## src/rtl/uart_rx_ctrl_pkg.sv

```systemverilog
// -----------------------------------------------------------------------------
// uart_rx_ctrl_pkg
// Shared definitions for the UART receive controller slice (the uart_define
// set): FSM state codes, default RX FIFO depth and divider width.
// No ports; imported by uart_rx_ctrl and uart_rx_fifo.
// -----------------------------------------------------------------------------
package uart_rx_ctrl_pkg;

  // Default number of RX FIFO entries (must be a power of two, >= 2).
  localparam int UART_FIFO_DEPTH_DEF = 8;

  // Width of the sample-tick divider reload value.
  localparam int UART_DIV_W = 16;

  // Receive controller FSM state codes.
  typedef enum logic [1:0] {
    ST_IDLE  = 2'b00,  // receiver disabled, divider parked at reload
    ST_RUN   = 2'b01,  // receiving, waiting for frame completion
    ST_CAPT  = 2'b10,  // single-cycle capture of the received byte
    ST_DRAIN = 2'b11   // wait for the receiver to leave its stop phase
  } rx_state_e;

endpackage

```

## src/rtl/uart_rx_fifo.sv

```systemverilog
// -----------------------------------------------------------------------------
// uart_rx_fifo
// Single-clock synchronous byte FIFO for received UART data.
// A push while full is accepted only when a pop happens in the same cycle;
// otherwise the byte is dropped (the caller flags the overrun). A pop while
// empty is ignored. The head is shown combinationally and reads 0 when empty.
//
// Ports:
//   clk, rst_n   clock, asynchronous active-low reset
//   push, wdata  write request and byte
//   pop          read request (advances head)
//   rdata        current head byte (0 when empty)
//   empty, full  occupancy flags
//   level        number of stored entries (0..DEPTH)
// -----------------------------------------------------------------------------
module uart_rx_fifo
  import uart_rx_ctrl_pkg::*;
#(
  parameter int DEPTH = UART_FIFO_DEPTH_DEF,
  parameter int LVL_W = $clog2(DEPTH) + 1
) (
  input  logic             clk,
  input  logic             rst_n,
  input  logic             push,
  input  logic [7:0]       wdata,
  input  logic             pop,
  output logic [7:0]       rdata,
  output logic             empty,
  output logic             full,
  output logic [LVL_W-1:0] level
);

  localparam int AW = $clog2(DEPTH);

  logic [7:0]       mem [DEPTH];
  logic [AW-1:0]    wr_ptr;
  logic [AW-1:0]    rd_ptr;
  logic [LVL_W-1:0] count;
  logic             do_push;
  logic             do_pop;

  assign empty = (count == '0);
  assign full  = (count == LVL_W'(DEPTH));
  assign level = count;

  // A pop frees a slot in the same cycle, so push+pop when full both happen.
  assign do_pop  = pop && !empty;
  assign do_push = push && (!full || do_pop);

  // Pointers are AW bits wide, so the +1 wraps modulo DEPTH for free.
  always_ff @(posedge clk or negedge rst_n) begin
    if (!rst_n) begin
      wr_ptr <= '0;
      rd_ptr <= '0;
      count  <= '0;
    end else begin
      if (do_push) wr_ptr <= wr_ptr + 1'b1;
      if (do_pop)  rd_ptr <= rd_ptr + 1'b1;
      case ({do_push, do_pop})
        2'b10:   count <= count + 1'b1;
        2'b01:   count <= count - 1'b1;
        default: count <= count;
      endcase
    end
  end

  // NOTE: storage has no reset; validity is tracked by count, and leaving the
  // array unreset lets it map onto plain RAM/register-file cells.
  always_ff @(posedge clk) begin
    if (do_push) mem[wr_ptr] <= wdata;
  end

  assign rdata = empty ? 8'h00 : mem[rd_ptr];

endmodule

```

## src/rtl/uart_rx_ctrl.sv

```systemverilog
// -----------------------------------------------------------------------------
// uart_rx_ctrl
// Control wrapper around a UART bit receiver: generates the 16x sample tick,
// sequences one byte capture per frame, buffers bytes in a FIFO and keeps
// sticky error flags plus a registered interrupt.
//
// Optional feature: define UART_RX_TIMEOUT_EN to add an idle-timeout counter
// (timeout flag after TIMEOUT_TICKS sample ticks with unread data while
// receiving). Without it, timeout is tied to 0.
//
// Ports:
//   clk, rst_n                      clock, asynchronous active-low reset
//   cfg_en, cfg_div                 enable, sample-tick period minus 1
//   cfg_no_parity, cfg_ev_parity    parity mode, latched when leaving IDLE
//   rx_data_sample, rx_en           tick and enable to the receiver
//   no_parity, ev_parity            latched parity mode to the receiver
//   rd_data_flag                    capture strobe to the receiver
//   rx_ok, rxd_out, parity_error    frame-complete, byte, parity status in
//   rd_en, rd_data, rd_valid        host pop, FIFO head, FIFO not empty
//   fifo_level                      FIFO entry count
//   overrun, perr, err_clr          sticky flags and their clear
//   timeout, irq                    idle timeout, interrupt
// -----------------------------------------------------------------------------
module uart_rx_ctrl
  import uart_rx_ctrl_pkg::*;
#(
  parameter int FIFO_DEPTH    = UART_FIFO_DEPTH_DEF,
  parameter int IRQ_LVL       = 4,
  parameter int TIMEOUT_TICKS = 640
) (
  input  logic                          clk,
  input  logic                          rst_n,
  input  logic                          cfg_en,
  input  logic [UART_DIV_W-1:0]         cfg_div,
  input  logic                          cfg_no_parity,
  input  logic                          cfg_ev_parity,
  output logic                          rx_data_sample,
  output logic                          rx_en,
  output logic                          no_parity,
  output logic                          ev_parity,
  output logic                          rd_data_flag,
  input  logic                          rx_ok,
  input  logic [7:0]                    rxd_out,
  input  logic                          parity_error,
  input  logic                          rd_en,
  output logic [7:0]                    rd_data,
  output logic                          rd_valid,
  output logic [$clog2(FIFO_DEPTH):0]   fifo_level,
  output logic                          overrun,
  output logic                          perr,
  input  logic                          err_clr,
  output logic                          timeout,
  output logic                          irq
);

  localparam int LVL_W = $clog2(FIFO_DEPTH) + 1;

  rx_state_e             state;
  rx_state_e             state_nxt;
  logic [UART_DIV_W-1:0] div_cnt;
  logic                  capt;
  logic                  fifo_empty;
  logic                  fifo_full;
  logic                  drop;

  // ---------------------------------------------------------------------------
  // FSM
  // ---------------------------------------------------------------------------
  // NOTE: sequential state uses non-blocking assignments so every flop samples
  // pre-edge values regardless of the order blocks are evaluated in.
  always_ff @(posedge clk or negedge rst_n) begin
    if (!rst_n) state <= ST_IDLE;
    else        state <= state_nxt;
  end

  // NOTE: state_nxt gets a default before the case, so no path leaves it
  // unassigned and no latch is inferred.
  always_comb begin
    state_nxt = state;
    case (state)
      ST_IDLE:  state_nxt = ST_RUN;
      ST_RUN:   if (rx_ok) state_nxt = ST_CAPT;
      ST_CAPT:  state_nxt = ST_DRAIN;
      ST_DRAIN: if (!rx_ok) state_nxt = ST_RUN;
      default:  state_nxt = ST_IDLE;
    endcase
    // Disable overrides every transition, including IDLE->RUN.
    if (!cfg_en) state_nxt = ST_IDLE;
  end

  assign capt         = (state == ST_CAPT);
  assign rd_data_flag = capt;
  assign rx_en        = (state != ST_IDLE);

  // Parity mode is sampled only on the IDLE->RUN edge and frozen otherwise.
  always_ff @(posedge clk or negedge rst_n) begin
    if (!rst_n) begin
      no_parity <= 1'b0;
      ev_parity <= 1'b0;
    end else if (state == ST_IDLE && cfg_en) begin
      no_parity <= cfg_no_parity;
      ev_parity <= cfg_ev_parity;
    end
  end

  // ---------------------------------------------------------------------------
  // Sample-tick divider: parked at cfg_div in IDLE, counts down while active,
  // ticks at 0 and reloads. Reset clears it; the mandatory IDLE cycle after
  // reset reloads it before the first active count.
  // ---------------------------------------------------------------------------
  always_ff @(posedge clk or negedge rst_n) begin
    if (!rst_n)                 div_cnt <= '0;
    else if (state == ST_IDLE)  div_cnt <= cfg_div;
    else if (div_cnt == '0)     div_cnt <= cfg_div;
    else                        div_cnt <= div_cnt - 1'b1;
  end

  assign rx_data_sample = (state != ST_IDLE) && (div_cnt == '0);

  // ---------------------------------------------------------------------------
  // Byte FIFO
  // ---------------------------------------------------------------------------
  uart_rx_fifo #(
    .DEPTH (FIFO_DEPTH),
    .LVL_W (LVL_W)
  ) u_fifo (
    .clk   (clk),
    .rst_n (rst_n),
    .push  (capt),
    .wdata (rxd_out),
    .pop   (rd_en),
    .rdata (rd_data),
    .empty (fifo_empty),
    .full  (fifo_full),
    .level (fifo_level)
  );

  assign rd_valid = !fifo_empty;

  // Capture into a full FIFO loses the byte unless the host pops this cycle.
  assign drop = capt && fifo_full && !(rd_en && !fifo_empty);

  // Sticky flags: a same-cycle set takes priority over err_clr.
  always_ff @(posedge clk or negedge rst_n) begin
    if (!rst_n) begin
      overrun <= 1'b0;
      perr    <= 1'b0;
    end else begin
      if (drop)              overrun <= 1'b1;
      else if (err_clr)      overrun <= 1'b0;
      if (capt && parity_error) perr <= 1'b1;
      else if (err_clr)         perr <= 1'b0;
    end
  end

  // ---------------------------------------------------------------------------
  // Idle timeout
  // ---------------------------------------------------------------------------
`ifdef UART_RX_TIMEOUT_EN
  localparam int TO_W = $clog2(TIMEOUT_TICKS + 1);

  logic [TO_W-1:0] idle_cnt;
  logic            idle_inc;

  assign idle_inc = rx_data_sample && (state == ST_RUN) && !fifo_empty;

  // The counter saturates at TIMEOUT_TICKS and timeout is set only on the
  // step that reaches it, so err_clr stays effective while data remains.
  always_ff @(posedge clk or negedge rst_n) begin
    if (!rst_n) begin
      idle_cnt <= '0;
      timeout  <= 1'b0;
    end else begin
      if (capt || rd_en || fifo_empty)
        idle_cnt <= '0;
      else if (idle_inc && idle_cnt != TO_W'(TIMEOUT_TICKS))
        idle_cnt <= idle_cnt + 1'b1;

      if (rd_en || capt || err_clr)
        timeout <= 1'b0;
      else if (!fifo_empty && idle_inc && idle_cnt == TO_W'(TIMEOUT_TICKS - 1))
        timeout <= 1'b1;
    end
  end
`else
  assign timeout = 1'b0;
`endif

  // ---------------------------------------------------------------------------
  // Interrupt, registered from the current level and flags.
  // ---------------------------------------------------------------------------
  always_ff @(posedge clk or negedge rst_n) begin
    if (!rst_n) irq <= 1'b0;
    else        irq <= (fifo_level >= LVL_W'(IRQ_LVL)) | overrun | perr | timeout;
  end

endmodule

```

## config.mk

```make
export PLATFORM = sky130hd
export DESIGN_NAME = uart_rx_ctrl
export DESIGN_NICKNAME = d
export VERILOG_FILES = /design/src/rtl/uart_rx_ctrl_pkg.sv /design/src/rtl/uart_rx_fifo.sv /design/src/rtl/uart_rx_ctrl.sv
export SDC_FILE = /design/constraint.sdc
export NUM_CORES = 1
export LEC_CHECK = 0
export ABC_AREA = 1
export BUFFER_PORTS_ARGS = -buffer_cell sky130_fd_sc_hd__buf_2
export CAP_MARGIN = 10
export CORE_MARGIN = 2
export CORE_UTILIZATION = 58
export CTS_CLUSTER_SIZE = 14
export DETAILED_ROUTE_END_ITERATION = 8
export PLACE_DENSITY = 0.8
export SETUP_SLACK_MARGIN = 0.1
export SLEW_MARGIN = 20
export SYNTH_ARGS = -nofsm -noshare
export SYNTH_HDL_FRONTEND = slang
export SYNTH_SLANG_ARGS = --single-unit
```

## constraint.sdc

```tcl
create_clock -name clk -period 2.2 [get_ports clk]
set_input_delay 0.66 -clock clk [delete_from_list [all_inputs] [get_ports clk]]
set_output_delay 0.66 -clock clk [all_outputs]
set_load 0.01 [all_outputs]
```

Word-level counts from Yosys, hierarchy flattened
Memory sizes are Yosys's and may differ from the RTL's. Index checks and enable logic that the tools add are counted.

Add/sub/neg operators: 5. Magnitude comparators: 1. Eq/ne operators: 8. Multiplexer cells: 13. Bitwise logic cells: 2. Reduce and logical (&&, ||, !) cells: 19.

Operators with widths (number): 16-bit two-way mux (2); 16-bit logical NOT (1); 16-bit by 1-bit subtractor with 16-bit output, second input constant (1); 8-bit two-way mux (1); 2-bit case mux with 4 select lines (1); 4-bit case mux with 2 select lines (1); 2-bit nonzero test (4); 1-bit logical AND (7); 3-bit by 1-bit adder with 3-bit output, second input constant (2); 2-bit == test, second input constant (3); 2-bit two-way mux (3); 3-bit != test, second input constant (2); 1-bit two-way mux (5); 4-bit by 1-bit adder with 4-bit output, second input constant (1); 2-bit by 1-bit == test with 1-bit output, second input constant (2); 4-bit == test, second input constant (1); 4-bit by 3-bit greater-or-equal comparator with 1-bit output, second input constant (1); 4-bit logical NOT (1); 4-bit by 1-bit subtractor with 4-bit output, second input constant (1); 1-bit logical NOT (3); 2-bit logical NOT (1); 1-bit bitwise OR (2); 2-bit AND reduction (1); 1-bit logical OR (1).

Register bits after elaboration: 33. Bits in writable memories: 64. Input port bits: 33. Output and inout bits: 22. Logic and storage cells: 59. Memories kept: 1.

Memory list: u_fifo.mem (words 8, bits a word 8, rd ports 1, clocked after Yosys merged registers in 0, write ports 1, line uart_rx_fifo.sv:35) `logic [7:0] mem [DEPTH];`.

Depth between registers and ports, before layout
Word-level depth: 7. Depth in mapped cells: 12.

By module
From an unflattened synthesis, not the netlist that was laid out.

Cells, all modules: 481. Area total of the unflattened synthesis: 4658.2 µm².

Modules (own cells, without submodules): uart_rx_fifo (instances 1, cells each 271, area an instance 3166.8 µm²); uart_rx_ctrl (instances 1, cells each 210, area an instance 1491.4 µm²).

Least setup slack after synthesis
Ideal clock, no wire load.

Path kind: register to output. Start point: reg u_fifo.rd_ptr[0]. End point: out rd_data[6]. Arrival time: 1.267 ns. Data required time: 1.540 ns. Setup slack: 0.273 ns. Stages on the path, launching flop included: 7. Path through: dfrtp_1 > inv_1 > buf_1 > nor2_1 > o32ai_1 > o21ai_0 > nor2_1.

Cells in the longest elaborated chain, start to end: 2.

RTL lines: from (decl) (line uart_rx_fifo.sv:37) `logic [AW-1:0] rd_ptr;`; from (signal assigned) (line uart_rx_fifo.sv:58) `if (do_pop) rd_ptr <= rd_ptr + 1'b1;`; memory read 8 x 8 bit; 8-bit two-way mux (line uart_rx_fifo.sv:73) `assign rdata = empty ? 8'h00 : mem[rd_ptr];`; to (decl) (line uart_rx_ctrl.sv:46) `output logic [7:0] rd_data,`.

Every way passes these cells.

Final worst setup path
Start point: reg u_fifo.rd_ptr[0]. End point: out rd_data[4].

Same word-level chain as after synthesis.

==> key figures <==
Layout
  – Layout cell share with drive strength beyond 1: 29.0%
  – Ant diodes: 0
  – Post-route insts no fill: 586
  – Final core utilization: 72.9%
  – Fillers: 526
  – # nets final: 524
  – Layout Area Growth over Synthesis: 20.9%

STA
  – RSZ-0062 raised after global routing: true
  – Fin crit share: 108%
  – Worst Skew: 0.00988 ns
  – Final WS setup: -0.181 ns
  – Hold Fails Final Rpt: 0
  – Final slew viol count: 0
  – Slew @ Worst Pin: 0.717 ns
  – Final hold slack: 0.341 ns
  – Peak Freq: 420 MHz
  – Slew HR: 52.2%
  – Min cycle time layout: 2.38 ns
  – Setup tns final: -1.22 ns
  – # setup viols final: 8

Routing
  – DR WL/cell: 16.9 um
  – Post-Route WL: 9910 um
  – Via/cell ratio: 5.51
  – DRT antenna net count: 0
  – DRT Pass-1 Iters: 4
  – Initial DRC Count: 207
  – DRC viols: 0
  – Via count: 3227

Floorplanning
  – Cell Rows: 31
  – Initial Utilization: 60.3%
  – IO Pins: 55
  – Die Height: 91.1 um
  – Core area: 7290 sq um
  – Die area: 8290 sq um
  – Die X: 91.1 um

Synth
  – Main synth FF type: edfxtp_1
  – Part of the Yosys area used for sequential elements: 62.5%
  – Synth Register Bits: 97
  – Synth Cell Area: 4400 sq um
  – Unique masters post-synth: 35
  – Yosys Warn Count: 0
  – Mean Syn Cell Area: 10.7 sq um
  – Post-synth EDFFs: 64
  – Async SR Flop Fraction: 34.0%
  – Cells after Synth: 411
  – Net count after synthesis: 453

Clock network
  – H-tree lvl count: 3
  – Cts bufs inserted: 9
  – Clock sinks: 97
  – CTS Buffer Depth: 2
  – Clk_lat worst skew: 0.36 ns
  – Root buffer cell: clkbuf_8
  – Clock-pin transition on the worst setup and hold timing paths: 0.09 ns
  – Post-CTS Hold Buffers: 0
  – CTS tree: done

Critical path
  – Worst reg2reg path endpoint: u_fifo.mem[2][1]
  – R2r startpoint: u_fifo.level[3]
  – CP Class: flop to output pin
  – CP max FO: 33
  – Critical Path Sink Type: output pin
  – R2R Setup Slk: 0.26 ns
  – Worst-case reg-to-reg path depth: 8
  – CP arrival: 1.72 ns
  – Startpoint types: flop
  – Data required time at the worst endpoint: 1.54 ns

Placement
  – Buffers on Ports: 53
  – Placed Cells: 561
  – Hpwl dp: 6080 um
  – Routability cong.: 0.846

Run
  – Max_cap viols: 0

Run status
  – Failing checks: setup timing
  – Status: finished with violations

Power
  – Int Power: 4.43 mW
  – Sequential Power Share: 36.1%
  – Clk network pwr share: 19.3%
  – Psw: 2.83 mW
  – Max VDD drop: 666 uV
  – Logic pwr share: 44.6%
  – Leak: 2.17 nW
  – Sw frac: 39.0%
  – Power density over the cells: 1370 nW/um^2

Global routing
  – Global-route wire length before repair: 15300 um
  – Largest net degree at the start of global routing: 35
  – Number of global-route vias before repair: 3176
  – All-Layer GR Usage: 24.2%
  – Initial antenna violation count: 0
  – Grt ovf: 0

Worst hold path
  – Hold Path Class: primary input to async pin
-- timing repair --
item / CTS / global route
gates cloned: 1 / 1
resized for setup: 3 / 41
setup endpoints to repair: 9 / 74
pin swaps: 3 / 9
setup buffers: 6 / 1
-- synth_stat cells, types with 2 or more instances --
cell,number,area [sq um]
nand3_1,10,50.1
nand4_1,2,12.5
buf_2,4,20.0
or2_1,3,18.8
edfxtp_1,64,1920
ha_1,9,113
nand2_1,46,173
o21ai_1,3,15.0
o32ai_1,16,140
nor2_1,94,353
xnor2_1,6,52.6
nor2_2,5,31.3
dfrtp_1,33,826
buf_6,3,33.8
o21ai_0,33,165
clkbuf_1,6,22.5
mux2_2,2,22.5
inv_2,5,18.8
xor2_1,13,114
nand2_2,8,50.1
a21oi_1,7,35.0
inv_1,25,93.8
a31oi_1,2,12.5
-- final cells by class --
cell class | instances | area [sq um] | area share (%)
multi-input cells | 269 | 1570 | 29.5
clock buffers | 9 | 124 | 2.33
inverters | 30 | 118 | 2.21
flip-flops and latches | 97 | 2750 | 51.7
repair buffers | 75 | 509 | 9.58
clock inverters | 7 | 124 | 2.33
well taps | 99 | 124 | 2.33
-- cells in the final DEF (no fill, tap or decap), types with 2 or more instances in the layout --
cell	instances
o32ai_2	11
nand3_1	9
buf_2	53
buf_12	3
edfxtp_1	64
xor2_1	13
inv_6	3
inv_2	6
a31oi_1	2
o21ai_1	15
nand2_2	7
or2_1	3
o32ai_1	5
dfrtp_1	31
nor2_1	85
clkbuf_8	9
nor2_2	13
o21ai_0	21
nand2_4	2
xnor2_1	6
a21oi_1	7
dfrtp_2	2
bufinv_16	3
inv_1	23
ha_1	9
mux2_2	2
nand4_1	2
nand2_1	46
buf_4	16
-- cell families (layout without fill, tap and decap cells) --
logic type	count (synthesis)	after routing	share of synthesized area [%]
adder cells (fa/ha/maj)	9	9	2.56
AND/OR/NAND/NOR	174	174	17.1
AO/OA/AOI/OAI	64	64	8.88
other	1	1	0.0853
XOR/XNOR	19	19	3.78
buffers and inverters	45	121	4.55
flip-flops	97	97	62.5
multiplexers	2	2	0.512
-- power groups by stage --
stage	Combinational, mW	Clock [mW]	Sequential [mW]
6_report	3.23	1.40	2.62
5_1_grt	3.60	1.51	2.67
4_1_cts	2.95	1.42	2.61
3_5_place_dp	2.76	0	2.65
3_3_place_gp	2.65	0	2.63
2_1_floorplan	1.92	0	2.63
-- per-stage QoR --
| stage | area (sq um) | power, mW | worst slack (ns) |
|---|---|---|---|
| after floorplan | 4400 | 4.55 | 0.273 |
| after global placement | 4830 | 5.28 | 0.226 |
| after detailed placement | 4830 | 5.42 | 0.136 |
| after CTS | 5170 | 6.98 | -0.207 |
| after global routing | 5320 | 7.77 | -0.280 |
| final | 5320 | 7.26 | -0.181 |
-- registers in the layout (all words and copies together), names as in the netlist --
register and flops:
div_cnt 16, ev_parity 1, irq 1, no_parity 1
overrun 1, perr 1, state 2, u_fifo.level 4
u_fifo.mem 64, u_fifo.rd_ptr 3, u_fifo.wr_ptr 3
-- how the worst max path moves through the flow --
stage	start	endpoint	slack, ns	depth (start not counted)
after floorplan	u_fifo.rd_ptr[0]	rd_data[6]	0.27	6
after global placement	rd_en	u_fifo.mem[2][3]	0.23	7
after detailed placement	u_fifo.rd_ptr[0]	rd_data[4]	0.14	7
after CTS	u_fifo.rd_ptr[0]	rd_data[3]	-0.21	7
after global routing	u_fifo.rd_ptr[0]	rd_data[3]	-0.28	7
final	u_fifo.rd_ptr[0]	rd_data[4]	-0.18	6
-- critical path, stage by stage, from the launching register on --
cell	delay (ns)
dfrtp_2	0.43
buf_12	0.20
nor2_1	0.10
o32ai_2	0.29
o21ai_1	0.11
nor2_1	0.10
buf_2	0.13
-- per-layer routing --
metal  global-route usage, %  vias to the layer above  wire length (um)
li1                        -                     1537                 -
met1                    30.2                     1536              3900
met2                    41.2                      130              5080
met3                    3.90                       24               650
met4                    12.1                        0               277
met5                       0                        -                 0
(Power assumes the default switching activity.)
